File: config.mk
export PLATFORM = sky130hd
export DESIGN_NAME = vector_logical_sequencer
export DESIGN_NICKNAME = d
export VERILOG_FILES = /design/src/rtl/vector_logical_pkg.sv /design/src/rtl/vl_write_delay.sv /design/src/rtl/vector_logical_sequencer.sv
export SDC_FILE = /design/constraint.sdc
export NUM_CORES = 1
export LEC_CHECK = 0
export BUFFER_PORTS_ARGS = -buffer_cell sky130_fd_sc_hd__buf_2
export CELL_PAD_IN_SITES_DETAIL_PLACEMENT = 0
export CELL_PAD_IN_SITES_GLOBAL_PLACEMENT = 1
export CORE_ASPECT_RATIO = 0.9
export CORE_MARGIN = 4
export CORE_UTILIZATION = 44
export DETAILED_ROUTE_END_ITERATION = 12
export PLACE_DENSITY_LB_ADDON = 0.12
export SYNTH_ARGS = -nofsm -noshare
export SYNTH_HDL_FRONTEND = slang
export SYNTH_SLANG_ARGS = --single-unit
File: constraint.sdc
create_clock -name clk -period 3.77 [get_ports clk]
set_clock_uncertainty 0.2 [all_clocks]
set_input_delay 0.1885 -clock clk [delete_from_list [all_inputs] [get_ports clk]]
set_output_delay 0.1885 -clock clk [all_outputs]
set_load 0.1 [all_outputs]
File: src/rtl/vector_logical_pkg.sv
// Shared opcodes, FSM state type and operand-use decode for the vector logical sequencer.
package vector_logical_pkg;

  localparam logic [6:0] SCAL_AND = 7'b1100000;
  localparam logic [6:0] VEC_AND  = 7'b1100001;
  localparam logic [6:0] SCAL_OR  = 7'b1100010;
  localparam logic [6:0] VEC_OR   = 7'b1100011;
  localparam logic [6:0] SCAL_XOR = 7'b1100100;
  localparam logic [6:0] VEC_XOR  = 7'b1100101;
  localparam logic [6:0] SCAL_MRG = 7'b1100110;
  localparam logic [6:0] VEC_MRG  = 7'b1100111;
  localparam logic [6:0] VEC_MASK = 7'b1111101;

  localparam int NUM_VREGS = 8;
  localparam int ELEM_W    = 6;
  localparam int MAX_VL    = 64;

  typedef enum logic [1:0] {
    IDLE,
    READ,
    DRAIN
  } state_t;

  typedef struct packed {
    logic uses_vi;
    logic uses_vj;
    logic uses_vk;
    logic writes_vm;
  } use_t;

  function automatic logic is_legal(input logic [6:0] instr);
    return (instr[6:3] == 4'b1100) || (instr == VEC_MASK);
  endfunction

  function automatic use_t decode_use(input logic [6:0] instr,
                                      input logic [2:0] i,
                                      input logic [2:0] j,
                                      input logic [2:0] k);
    use_t u;
    u = '0;
    if (instr == VEC_MASK) begin
      u.uses_vj   = 1'b1;
      u.writes_vm = 1'b1;
    end else if (instr == VEC_XOR && i == j && j == k) begin
      // Vi xor Vi is a clear: no operands actually read.
      u.uses_vi = 1'b1;
    end else if (is_legal(instr)) begin
      u.uses_vi = 1'b1;
      u.uses_vk = 1'b1;
      u.uses_vj = instr[0];
    end
    return u;
  endfunction

  function automatic logic [NUM_VREGS-1:0] use_mask(input use_t u,
                                                    input logic [2:0] i,
                                                    input logic [2:0] j,
                                                    input logic [2:0] k);
    logic [NUM_VREGS-1:0] m;
    m = '0;
    if (u.uses_vi) m[i] = 1'b1;
    if (u.uses_vj) m[j] = 1'b1;
    if (u.uses_vk) m[k] = 1'b1;
    return m;
  endfunction

endpackage

File: src/rtl/vl_write_delay.sv
// LATENCY-deep valid/index/last pipeline aligning element writes with the unit's result stream.
module vl_write_delay
  import vector_logical_pkg::*;
#(
  parameter int LATENCY = 2
) (
  input  logic              clk,
  input  logic              rst,
  input  logic              in_valid,
  input  logic [ELEM_W-1:0] in_elem,
  input  logic              in_last,
  output logic              out_valid,
  output logic [ELEM_W-1:0] out_elem,
  output logic              out_last
);

  logic [LATENCY-1:0]             valid_q;
  logic [LATENCY-1:0]             last_q;
  logic [LATENCY-1:0][ELEM_W-1:0] elem_q;

  // NOTE: the whole pipe is reset, not just valid, so an aborted instruction
  // can never leak a write or VM pulse after reset releases.
  always_ff @(posedge clk or posedge rst) begin
    if (rst) begin
      valid_q <= '0;
      last_q  <= '0;
      elem_q  <= '0;
    end else begin
      valid_q[0] <= in_valid;
      last_q[0]  <= in_last;
      elem_q[0]  <= in_elem;
      for (int s = 1; s < LATENCY; s++) begin
        valid_q[s] <= valid_q[s-1];
        last_q[s]  <= last_q[s-1];
        elem_q[s]  <= elem_q[s-1];
      end
    end
  end

  assign out_valid = valid_q[LATENCY-1];
  assign out_last  = last_q[LATENCY-1];
  assign out_elem  = elem_q[LATENCY-1];

endmodule

File: src/rtl/vector_logical_sequencer.sv
// Issue-side sequencer for the vector logical unit: accept/reservation check,
// element read stepping, delayed Vi/VM writes and own register reservations.
module vector_logical_sequencer
  import vector_logical_pkg::*;
#(
  parameter int LATENCY = 2,
  parameter int VL_W    = 7
) (
  input  logic                 clk,
  input  logic                 rst,
  input  logic                 i_issue,
  input  logic [6:0]           i_instr,
  input  logic [2:0]           i_i,
  input  logic [2:0]           i_j,
  input  logic [2:0]           i_k,
  input  logic [VL_W-1:0]      i_vl,
  input  logic [NUM_VREGS-1:0] i_vreg_busy_ext,
  output logic                 o_ready,
  output logic                 o_accept,
  output logic                 o_illegal,
  output logic                 o_fu_start,
  output logic                 o_rd_en,
  output logic [ELEM_W-1:0]    o_rd_elem,
  output logic                 o_wr_en,
  output logic [2:0]           o_wr_reg,
  output logic [ELEM_W-1:0]    o_wr_elem,
  output logic                 o_vm_wr,
  output logic [NUM_VREGS-1:0] o_vreg_busy
);

  localparam logic [ELEM_W-1:0] DRAIN_LAST = ELEM_W'(LATENCY - 1);

  state_t               state_q, state_d;
  logic [ELEM_W-1:0]    cnt_q, cnt_d;
  logic [ELEM_W-1:0]    last_elem_q, vl_last;
  logic                 accept_q, illegal_q, mask_q;
  logic [2:0]           wr_reg_q;
  logic [NUM_VREGS-1:0] busy_q;

  use_t                 req_use;
  logic [NUM_VREGS-1:0] req_mask;
  logic                 req_legal, accept, illegal_req;

  logic                 dly_valid, dly_last;
  logic [ELEM_W-1:0]    dly_elem;

  assign req_legal   = is_legal(i_instr);
  assign req_use     = decode_use(i_instr, i_i, i_j, i_k);
  assign req_mask    = use_mask(req_use, i_i, i_j, i_k);
  assign accept      = i_issue && (state_q == IDLE) && req_legal &&
                       ((req_mask & i_vreg_busy_ext) == '0);
  assign illegal_req = i_issue && (state_q == IDLE) && !req_legal;

  // A length of 0 or anything beyond the register size means a full register.
  always_comb begin
    if (i_vl == '0 || 32'(i_vl) > 32'(MAX_VL)) vl_last = ELEM_W'(MAX_VL - 1);
    else                                       vl_last = ELEM_W'(32'(i_vl) - 1);
  end

  // NOTE: next-state logic assigns every output a default first, so no path
  // through the case leaves a variable unassigned and no latch is inferred.
  always_comb begin
    state_d = state_q;
    cnt_d   = cnt_q;
    unique case (state_q)
      IDLE: begin
        if (accept) begin
          state_d = READ;
          cnt_d   = '0;
        end
      end
      READ: begin
        if (cnt_q == last_elem_q) begin
          state_d = DRAIN;
          cnt_d   = '0;
        end else begin
          cnt_d = cnt_q + 1'b1;
        end
      end
      DRAIN: begin
        if (cnt_q == DRAIN_LAST) begin
          state_d = IDLE;
          cnt_d   = '0;
        end else begin
          cnt_d = cnt_q + 1'b1;
        end
      end
      default: begin
        state_d = IDLE;
        cnt_d   = '0;
      end
    endcase
  end

  // NOTE: sequential state uses non-blocking assignments only, so every
  // register samples the values from before the edge.
  always_ff @(posedge clk or posedge rst) begin
    if (rst) begin
      state_q     <= IDLE;
      cnt_q       <= '0;
      last_elem_q <= '0;
      accept_q    <= 1'b0;
      illegal_q   <= 1'b0;
      mask_q      <= 1'b0;
      wr_reg_q    <= '0;
      busy_q      <= '0;
    end else begin
      state_q   <= state_d;
      cnt_q     <= cnt_d;
      accept_q  <= accept;
      illegal_q <= illegal_req;
      if (accept) begin
        last_elem_q <= vl_last;
        mask_q      <= req_use.writes_vm;
        wr_reg_q    <= i_i;
        busy_q      <= req_mask;
      end else if (state_q == DRAIN && state_d == IDLE) begin
        busy_q <= '0;
      end
    end
  end

  vl_write_delay #(.LATENCY(LATENCY)) u_write_delay (
    .clk       (clk),
    .rst       (rst),
    .in_valid  (o_rd_en),
    .in_elem   (cnt_q),
    .in_last   (cnt_q == last_elem_q),
    .out_valid (dly_valid),
    .out_elem  (dly_elem),
    .out_last  (dly_last)
  );

  assign o_ready     = (state_q == IDLE);
  assign o_accept    = accept_q;
  assign o_fu_start  = accept_q;
  assign o_illegal   = illegal_q;
  assign o_rd_en     = (state_q == READ);
  assign o_rd_elem   = o_rd_en ? cnt_q : '0;
  assign o_wr_en     = dly_valid && !mask_q;
  assign o_wr_elem   = o_wr_en ? dly_elem : '0;
  assign o_wr_reg    = wr_reg_q;
  assign o_vm_wr     = dly_valid && dly_last && mask_q;
  assign o_vreg_busy = busy_q;

endmodule

# [After elaboration in Yosys (flattened, before gate mapping)]
# Index checks and enable logic that the tools add are counted.
[totals] regBits=44 latch_bits=0 mem_bits_rw=0 rom_bits=0 in_bits=34 wordCells=85 mem_count=0
[classes] n_addsub=2 n_mul=0 div_mod_pow=0 magnitude_cmp=7 eq_ne=10 shifts=0 mux=29 n_bitwise=3 reduce_logical=22
[op_table] cell="two-way mux 8 bit" n=5
[op_table] cell="two-way mux 6 bit" n=6
[op_table] cell="case mux 6 bit (3 select lines)" n=1
[op_table] cell="OR 8 bit" n=2
[op_table] cell="equality test 7 bit, second input constant" n=2
[op_table] cell="logical AND 1 bit" n=13
[op_table] cell="< comparator 3 x 4 -> 1 bit, second input constant" n=3
[op_table] cell="demux 1 bit (select 3 bit)" n=3
[op_table] cell="greater-or-equal comparator 3 x 1 -> 1 bit, second input constant" n=3
[op_table] cell="bitwise AND 8 bit" n=1
[op_table] cell="zero test 8 bit" n=1
[op_table] cell="two-way mux 1 bit" n=8
[op_table] cell="two-way mux 2 bit" n=4
[op_table] cell="greater-than comparator 7 bit, second input constant" n=1
[op_table] cell="zero test 7 bit" n=1
[op_table] cell="adder 6 x 1 -> 6 bit, second input constant" n=1
[op_table] cell="equality test 3 bit" n=2
[op_table] cell="equality test 6 x 1 -> 1 bit, second input constant" n=1
[op_table] cell="equality test 6 bit" n=1
[op_table] cell="case mux 2 bit (3 select lines)" n=1
[op_table] cell="subtractor 6 x 1 -> 6 bit, second input constant" n=1
[op_table] cell="equality test 4 bit, second input constant" n=1
[op_table] cell="zero test 2 bit" n=2
[op_table] cell="two-way mux 3 bit" n=1
[op_table] cell="other kinds (6)" n=8

# [Depth between registers and ports, before layout]
# Gate-level depths: netlist (run 1).
[depth] word_depth=19 ltp_mapped=9 ltp_nobuf=9

# [Cells and area by module]
# Synthesis (run 1) repeated with hierarchy kept, for this count alone.
[unflattened] cells_unflattened=266 hier_area_um2=2595.0
[modules_own_cells] mod="vector_logical_sequencer" instances=1 cells_per_inst=243 area_per_inst_um2=2145.8 seq_area_each_um2=700.7
[modules_own_cells] mod="vl_write_delay" instances=1 cells_per_inst=23 area_per_inst_um2=449.2 seq_area_each_um2=400.4

# [Least setup slack after synthesis (run 1)]
# OpenSTA, ideal clock, no wires.
[synth_path] kind="register to output" start="reg mask_q" end="out o_wr_elem[0]" t_arrival_ns=2.757 slack_ns=0.625 path_stages_with_launch=3 n_path_buf=0 cell_sequence="dfrtp_1 nor2b_1 and2_1"
[synth_between] elab_chain_cells=3
[synth_rtl] element="start: declaration" line="vector_logical_sequencer.sv:36" text="logic accept_q, illegal_q, mask_q;"
[synth_rtl] element="start signal: assignment" line="vector_logical_sequencer.sv:114" text="mask_q <= req_use.writes_vm;"
[synth_rtl] element="zero test 1 bit" line="vector_logical_sequencer.sv:140" text="assign o_wr_en = dly_valid && !mask_q;"
[synth_rtl] element="logical AND 1 bit" line="vector_logical_sequencer.sv:140"
[synth_rtl] element="via o_wr_en" line="vector_logical_sequencer.sv:24" text="output logic o_wr_en,"
[synth_rtl] element="two-way mux 6 bit" line="vector_logical_sequencer.sv:141" text="assign o_wr_elem = o_wr_en ? dly_elem : '0;"
[synth_rtl] element="end: declaration" line="vector_logical_sequencer.sv:26" text="output logic [ELEM_W-1:0] o_wr_elem,"
# The timed path passes the listed nets, and every way through them passes these cells.

# [Final worst setup path (run 1)]
[layout_path] start="reg state_q[1]" end="reg cnt_q[0]"
[layout_between] elab_chain_cells=5 elab_cells_between_ends=8
[layout_rtl] element="start: declaration" line="vector_logical_sequencer.sv:33" text="state_t state_q, state_d;"
[layout_rtl] element="start signal: assignment" line="vector_logical_sequencer.sv:108" text="state_q <= state_d;"
[layout_rtl] element="zero test 2 bit" line="vector_logical_sequencer.sv:50, vector_logical_sequencer.sv:65"
[layout_rtl] element="logical AND 1 bit (3 in a row)" line="vector_logical_sequencer.sv:50" text="assign accept = i_issue && (state_q == IDLE) && req_legal &&"
[layout_rtl] element="inequality test 2 x 1 -> 1 bit (no line)"
[layout_rtl] element="end signal: assignment" line="vector_logical_sequencer.sv:109" text="cnt_q <= cnt_d;"
[layout_rtl] element="end: declaration" line="vector_logical_sequencer.sv:34" text="logic [ELEM_W-1:0] cnt_q, cnt_d;"
# Several ways; a longest one is shown, not always the timed one.
# A chain may end at the register's enable or synchronous reset.

==> results of run 1 <==
layer usage:
layer / up-vias / global-route usage (%)
li1: 1265 / -
met1: 1201 / 28.9
met2: 115 / 28.9
met3: 11 / 2.98
met4: 0 / 5.13
met5: - / 0
worst min-delay path, delay by kind of cell:
family | cells | cell delay (ps)
xor gates and xnor gates | 1 | 110
AOI/OAI and AO/OA | 1 | 70
buffers and inverters | 1 | 100
Yosys cell counts (3+ instances only):
library cell  number
a21oi_1           19
ha_1               8
or3_1              5
nor2b_1            3
and3_1             8
dfrtp_1           44
nor2_1            21
nor3_1            11
nand2_1           21
o21ai_0            7
and2_1            13
a211oi_1           6
mux2i_1            4
nand2b_1           5
buf_2             11
o211ai_1          12
inv_1             12
clkbuf_1           5
mux2_1             5
buf_4              3
o21ai_1           13
a31oi_1           11
nand3_1           12
xor2_1             9
worst paths after layout:
kind                                                       end  slack [ps]                              start  cells after the start
setup / recovery                          cnt_q[0]$_DFFE_PP0P_         790               state_q[1]$_DFF_PP0_                      8
hold / removal                      last_elem_q[3]$_DFFE_PP0N_           9                            i_vl[3]                      3
setup reg to reg                          cnt_q[0]$_DFFE_PP0P_         790               state_q[1]$_DFF_PP0_                      8
hold reg to reg            u_write_delay.out_elem[1]$_DFF_PP0_         150  u_write_delay.elem_q[1]$_DFF_PP0_                      0
max in group asynchronous              o_wr_reg[1]$_DFFE_PP0N_        2660                                rst                      4
min in group asynchronous                 cnt_q[5]$_DFFE_PP0P_         350                                rst                      4
what timing repair did:
item / in CTS / in global routing
hold buffers: 2 / 0
resized for setup: 0 / 0
setup buffers: 0 / 0
endpoints found under the setup margin: 0 / 0
hold endpoints to repair: 45 / 0
area by class of cell:
| class | count | area [um2] | area share (%) |
|---|---|---|---|
| clock inverters | 3 | 46.3 | 1.41 |
| repair buffers | 67 | 350 | 10.6 |
| well taps | 87 | 109 | 3.30 |
| clock buffers | 5 | 68.8 | 2.09 |
| flip-flops and latches | 44 | 1100 | 33.4 |
| multi-input cells | 239 | 1570 | 47.8 |
| inverters | 12 | 45.0 | 1.37 |
power breakdown:
| part | internal (mW) | leakage (nW) | switching [mW] |
|---|---|---|---|
| combinational | 0.154 | 0.869 | 0.531 |
| clock | 0.200 | 0.0548 | 0.172 |
| sequential | 0.553 | 0.588 | 0.0524 |
| total | 0.907 | 1.51 | 0.756 |
stage by stage:
stage	hold WS, ps	instances	total power, mW
6_report	9.00	457	1.66
2_1_floorplan	85.5	314	1.16
5_1_grt	3.62	457	1.75
3_3_place_gp	131	447	1.30
3_5_place_dp	135	447	1.30
4_1_cts	4.78	457	1.67
logic make-up after synthesis:
group | after synthesis | synth area share (%)
buf+inv | 31 | 5.02
fa+ha+maj | 8 | 3.55
mux | 11 | 4.62
flops | 44 | 39.1
xor+xnor | 11 | 3.42
compound gates | 94 | 22.2
simple gates | 115 | 22.1
==> metrics, run 1 <==
post-synthesis area per instance=8.97 um2; drt initial violations=194; Synth Cell Area=2820 um2; fin crit share=79.1%; Yosys warning total=0; clock sinks=44; cts bufs inserted=5; Ports=64; Slew Limit Fails=0; CP Class=register to register; Gate Count Post-Synth=314; Die Wd=92.3 um; final core occ=53.3%; commonest non-fill, non-tap cell in the layout=buf_2; Peak VDD IR=0.000604 V; Remaining DRCs=0; status=finished, final reports clean; Worst slew margin=51.7%; core area=6180 um2; TritonCTS clock tree=done; initial core utilization=45.6%; Tightest Pin Transition=721 ps; number of global-route vias before repair=2452; Largest register FFs=8; Startpoint Class=register; commonest non-fill, non-tap cells in the layout=63 x buf_2, 44 x dfrtp_1, 21 x nand2_1, 21 x nor2_1, 19 x a21oi_1; clk buf depth=2; uppermost layer routed=met4; CP required=3750 ps; Yosys top cell area share=39.1%; antenna cells=0; Synth Net Count=356; pin count of the biggest net entering global routing=45; register area share after synthesis=39.1%; M1 WL=3.54 mm; Port Buf Inserts=63; Hold Path Class=primary input to register; clk_lat worst skew=300 ps; crit path DAT=2960 ps; met2 routed WL=3.18 mm; CP max-delay cell=ha_1; GR Overflow Total=0; total track usage=19.3%; Leakage=1.51 nW; Worst path top cell family by delay=compound AO/OA/AOI/OAI gates; CP Max Fanout=16; crit-path cells=inv_1 > ha_1 > nand2_1 > a211oi_1 > nand3_1 > a221o_1 > o21ai_2 > mux2_1; #FFs+latches synth=44; Root Driver=clkbuf_8; synthesis-to-layout area growth=17.0%; antenna violations before repair=0; RSZ-0062 raised after global routing=no; ratio of cells with drive above 1 in the final layout=22.4%; Synth area leaders=dfrtp_1 39%, ha_1 3.6%, a21oi_1 3.4%, o211ai_1 3.2%, and2_1 2.9%; Setup WS pre-CTS=806 ps; metal3 WL=575 um; total number of vias=2592; DP HPWL=5.68 mm; Die ar.=7750 um2; fin crit period=2980 ps; Top FF cell, synth=dfrtp_1; fin area=3290 um2; fmax=0.335 GHz; Worst Path Buf+Inv=1; crit end category=register; Final Hold Viols=0; post-placement cell area=3160 um2; Die Ht=83.9 um; max_cap viols=0; fillers=610; DRT antenna net count=0; Placer Congestion=0.942; number of vias per cell=5.67; post-DR wirelength/cell=16.1 um; EDFF count, synth=0; Routed WL=7.36 mm; first-pass GRT wire length=11.9 mm; Synth cell types=56; crit-path max cell delay=510 ps; Setup-failing EPs final=0; PnR worst setup slack=786 ps; TNS Setup=0 ps; CTS clk-pin slew, worst paths=100 ps; Final #Nets=411; ys async rst share=100%; Pwr per Cell Area=505 nW/um2; H-tree lvl count=2; Row Count=27; area leader, netlist=dfrtp_1; drt pass-1 iters=5
No activity file was read; power rests on OpenSTA's default activity.
==> run 2: changes to the inputs <==
--- a/config.mk
+++ b/config.mk
@@ -10,7 +10,7 @@
 export CELL_PAD_IN_SITES_GLOBAL_PLACEMENT = 1
 export CORE_ASPECT_RATIO = 0.9
 export CORE_MARGIN = 4
-export CORE_UTILIZATION = 44
+export CORE_UTILIZATION = 37
 export DETAILED_ROUTE_END_ITERATION = 12
 export PLACE_DENSITY_LB_ADDON = 0.12
 export SYNTH_ARGS = -nofsm -noshare
==> constraint.sdc (replaced) <==
create_clock -name clk -period 2.4 [get_ports clk]
set_clock_uncertainty 0.2 [all_clocks]
set_input_delay 0.12 -clock clk [delete_from_list [all_inputs] [get_ports clk]]
set_output_delay 0.12 -clock clk [all_outputs]
set_load 0.1 [all_outputs]
==> metrics, run 2 (synthesized netlist as in run 1, its figures left out) <==
post-DR wirelength/cell=15.4 um; Slew Limit Fails=0; commonest non-fill, non-tap cells in the layout=63 x buf_2, 63 x buf_4, 43 x dfrtp_1, 21 x nor2_1, 20 x nand2_1; initial core utilization=39.0%; total track usage=18.3%; Worst path top cell family by delay=compound AO/OA/AOI/OAI gates; crit-path max cell delay=450 ps; number of global-route vias before repair=2690; Pwr per Cell Area=726 nW/um2; Routed WL=8.20 mm; Power Total=2.88 mW; antenna violations before repair=0; H-tree lvl count=2; Startpoint Class=register; fmax=0.423 GHz; Net Switching=1.25 mW; Clk pwr share=20.6%; clk_lat worst skew=290 ps; status=finished, final reports clean; Die Ht=90.8 um; Remaining DRCs=0; Tightest Pin Transition=530 ps; Hold Path Class=primary input to register; total number of vias=2817; ratio of cells with drive above 1 in the final layout=37.6%; fillers=669; CP max-delay cell=or4b_4; TritonCTS clock tree=done; Largest register FFs=8; Final #Nets=480; Register Area=1100 um2; CP required=2380 ps; clock sinks=44; DP HPWL=6.54 mm; crit-path cells=inv_1 > ha_1 > or4b_4 > o21a_4 > o31ai_2 > a21o_1 > o211ai_1 > buf_4 > o211ai_1 > o21ai_1; GR Overflow Total=0; Die Wd=100 um; Row Count=29; RSZ-0062 raised after global routing=yes; Worst Path Buf+Inv=2; reg2reg end=o_vreg_busy[0]$_DFFE_PP0P_; Setup-failing EPs final=0; synthesis-to-layout area growth=40.8%; Leakage=1.88 nW; drt pass-1 iters=5; worst reg2reg startpoint=cnt_q[1]$_DFFE_PP0P_; crit path DAT=2340 ps; Final Hold Viols=0; Sw Share=43.5%; CP Max Fanout=8; TNS Setup=0 ps; Hold EP=o_wr_reg[0]$_DFFE_PP0N_; drt initial violations=170; Internal=1.63 mW; Hold Crit Depth=3; Die ar.=9070 um2; Sequential Power Share=33.2%; Register-to-Register Path Depth=10; Ports=64; first-pass GRT wire length=13.4 mm; Placer Congestion=0.927; Port Buf Inserts=63; FF-to-FF setup slack=40 ps; DRT antenna net count=0; core area=7220 um2; fin crit share=98.5%; CTS clk-pin slew, worst paths=80 ps; Peak VDD IR=0.000627 V; cts bufs inserted=5; pin count of the biggest net entering global routing=21; Root Driver=clkbuf_8; Worst slew margin=64.6%; Combinational Power Share=46.2%; most frequent CP cell=o211ai_1; Setup WS pre-CTS=-153 ps; fin crit period=2360 ps; Hold Startpoint=i_i[0]; area of the multi-input gates=1680 um2; max_cap viols=0; PnR worst setup slack=35.7 ps; CP Class=register to register; crit end category=register; number of vias per cell=5.30; antenna cells=0; clk buf depth=2
## run 2: worst max-delay path by stage
stage	end	start	cells after the start
floorplan	cnt_q[0]$_DFFE_PP0P_	state_q[1]$_DFF_PP0_	8
global placement	cnt_q[1]$_DFFE_PP0P_	i_k[2]	8
detailed placement	cnt_q[0]$_DFFE_PP0P_	i_i[0]	9
CTS	cnt_q[3]$_DFFE_PP0P_	cnt_q[1]$_DFFE_PP0P_	11
global route	o_vreg_busy[7]$_DFFE_PP0P_	cnt_q[1]$_DFFE_PP0P_	10
finish	o_vreg_busy[0]$_DFFE_PP0P_	cnt_q[1]$_DFFE_PP0P_	10
## run 2: final cells by class
class | count | area share [%]
Clock buffer | 6 | 2.08
Clock inverter | 2 | 0.978
Inverter | 12 | 1.14
Multi-Input combinational cell | 239 | 42.4
Sequential cell | 44 | 27.8
Tap cell | 93 | 2.93
Timing Repair Buffer | 136 | 22.7
## run 2: worst min-delay path, cell delays in order
cell	delay, ps
buf_2	110
buf_4	130
mux2_1	120
## run 2: per-stage QoR
step / instance area, um2 / cells / hold WS, ps / util [%]
6_report: 3970 / 532 / 24.1 / 54.9
5_1_grt: 3970 / 532 / 38.5 / 54.9
4_1_cts: 3890 / 531 / 14.9 / 53.9
3_5_place_dp: 3690 / 515 / -140 / 51.1
3_3_place_gp: 3690 / 515 / -140 / 51.1
2_1_floorplan: 2870 / 314 / 17.0 / -
## run 2: per-layer routing
layer,track usage [%],vias to the layer above,part of all wire (%)
li1,-,1398,-
met1,27.9,1324,51
met2,26.8,89,42
met3,3.86,6,6.8
met4,3.07,0,0.72
met5,0,-,0
## run 2: repair_timing
action	CTS	global route
buffers inserted	0	2
hold endpoints to repair	51	0
pin swaps	1	6
resized for setup	1	18
setup endpoints to repair	1	19
hold buffers	8	0
## run 2: power by group through the flow
stage	clock network, mW	logic [mW]	registers [mW]
5_1_grt	0.632	1.42	0.974
3_5_place_dp	0	1.24	0.965
6_report	0.593	1.33	0.956
3_3_place_gp	0	1.23	0.965
4_1_cts	0.611	1.26	0.952
2_1_floorplan	0	0.675	1.23
==> run 3: changes to the inputs <==
--- a/config.mk
+++ b/config.mk
@@ -12,6 +12,7 @@
 export CORE_MARGIN = 4
 export CORE_UTILIZATION = 37
 export DETAILED_ROUTE_END_ITERATION = 12
+export HOLD_SLACK_MARGIN = 0.1
 export PLACE_DENSITY_LB_ADDON = 0.12
 export SYNTH_ARGS = -nofsm -noshare
 export SYNTH_HDL_FRONTEND = slang
==> metrics, run 3 (synthesized netlist as in run 1, its figures left out) <==
Ports=64; Leakage=1.93 nW; antenna violations before repair=0; Final #Nets=491; GR Overflow Total=0; drt pass-1 iters=4; Startpoint Class=register; Sequential Power Share=32.9%; clock sinks=44; initial core utilization=39.0%; Internal=1.65 mW; M1 WL=3.99 mm; H-tree lvl count=2; Remaining DRCs=0; ratio of cells with drive above 1 in the final layout=37.3%; fillers=654; uppermost layer routed=met4; post-route insts no fill=543; Row Count=29; crit-path max cell delay=450 ps; most frequent CP cell=o211ai_1; fmax=0.425 GHz; clk buf depth=2; cts bufs inserted=5; total number of vias=2847; DRT antenna net count=0; TNS Setup=0 ps; DP HPWL=6.54 mm; Sw Share=43.2%; Slew Limit Fails=0; max_cap viols=0; area of the multi-input gates=1710 um2; fin crit period=2350 ps; cell count after placement=515; synthesis-to-layout area growth=45.8%; Net Switching=1.25 mW; TritonCTS clock tree=done; Power Total=2.90 mW; antenna cells=0; commonest non-fill, non-tap cells in the layout=63 x buf_2, 62 x buf_4, 42 x dfrtp_1, 21 x nor2_1, 20 x nand2_1; clk_lat worst skew=290 ps; pin count of the biggest net entering global routing=21; status=finished, final reports clean; CP required=2380 ps; total track usage=18.7%; Placer Congestion=0.927; crit-path cells=inv_1 > ha_1 > or4b_4 > o21a_4 > o31ai_2 > a21o_1 > o211ai_1 > buf_4 > o211ai_1 > o21ai_1; metal3 WL=685 um; CP Max Fanout=8; Routed WL=8.26 mm; drt initial violations=133; number of vias per cell=5.24; Port Buf Inserts=63; post-DR wirelength/cell=15.2 um; Tightest Pin Transition=516 ps; Die ar.=9070 um2; Register Area=1100 um2; Worst slew margin=65.5%; Die Ht=90.8 um; CP Class=register to register; commonest non-fill, non-tap cell in the layout=buf_2; crit path DAT=2330 ps; CTS clk-pin slew, worst paths=80 ps; fin crit share=98.1%; RSZ-0062 raised after global routing=yes; CP max-delay cell=or4b_4; Combinational Power Share=46.7%; first-pass GRT wire length=13.6 mm; Setup-failing EPs final=0; core area=7220 um2; Pwr per Cell Area=707 nW/um2; number of global-route vias before repair=2737; Clk pwr share=20.4%; Hold Path Class=primary input to register; Final Hold Viols=0; crit end category=register; Largest register FFs=8; Peak VDD IR=0.000626 V; Root Driver=clkbuf_8; Die Wd=100 um; met2 routed WL=3.54 mm
## run 3: changes by cell type in the layout (fill, tap and decap cells not counted)
cell           change
dfrtp_1            -1
dfrtp_2            +1
nand3_1            -1
and3_4             +1
o21ai_4            +1
dlygate4sd3_1     +11
and3_1             -1
o21ai_2            -1
buf_4              -1
nand3_4            +1
buf_6              +1
## run 3: layout make-up
type / count / share of cell area, %
Multi-Input combinational cell: 239 / 41.6
Sequential cell: 44 / 26.9
Timing Repair Buffer: 147 / 24.7
Tap cell: 93 / 2.83
Clock buffer: 6 / 2.01
Inverter: 12 / 1.10
Clock inverter: 2 / 0.945
## run 3: routing by layer
layer  track usage, %  vias to the layer above
li1                 -                     1420
met1             28.3                     1325
met2             27.9                       98
met3             3.40                        4
met4             3.07                        0
met5                0                        -
## run 3: power by group through the flow
| stage | Combinational (mW) | Clock [mW] | Sequential (mW) |
|---|---|---|---|
| after floorplan | 0.675 | 0 | 1.23 |
| after global placement | 1.23 | 0 | 0.965 |
| after detailed placement | 1.24 | 0 | 0.965 |
| final | 1.36 | 0.591 | 0.956 |
| after CTS | 1.28 | 0.611 | 0.952 |
| after global routing | 1.45 | 0.632 | 0.975 |
## run 3: per-stage QoR
step	hold slack, ps	setup slack, ps	cell area (um2)	util (%)
detailed placement	-140	-153	3690	51.1
global placement	-140	-114	3690	51.1
CTS	138	3.21	4000	55.4
floorplan	17.0	18.8	2870	-
global route	159	-87.6	4110	56.9
finish	149	46.0	4110	56.9
## run 3: final timing paths
kind                                                    from                                   to  slack (ps)  cells after the start
max                                     cnt_q[1]$_DFFE_PP0P_           o_vreg_busy[0]$_DFFE_PP0P_          50                     10
min                                                   i_k[2]           o_vreg_busy[4]$_DFFE_PP0P_         150                      4
max reg2reg                             cnt_q[1]$_DFFE_PP0P_           o_vreg_busy[0]$_DFFE_PP0P_          50                     10
min reg2reg                u_write_delay.elem_q[2]$_DFF_PP0_  u_write_delay.out_elem[2]$_DFF_PP0_         150                      0
max in group asynchronous                                rst                 cnt_q[3]$_DFFE_PP0P_         820                      5
min in group asynchronous                                rst           o_vreg_busy[6]$_DFFE_PP0P_         650                      4
## run 3: repair_timing
| item | 4_1_cts | 5_1_grt |
|---|---|---|
| endpoints found under the hold margin | 56 | 1 |
| hold buffers | 19 | 1 |
| setup endpoints to repair | 1 | 19 |
| pin swaps | 1 | 7 |
| buffers inserted | 0 | 2 |
| gates resized for setup | 1 | 24 |
## run 3: critical path: cells and delay by family, from the launching register on
| kind | cells | cell delay [ps] |
|---|---|---|
| compound gates | 6 | 820 |
| fa+ha+maj | 1 | 120 |
| buf+inv | 2 | 230 |
| flops | 1 | 410 |
| simple gates | 1 | 450 |
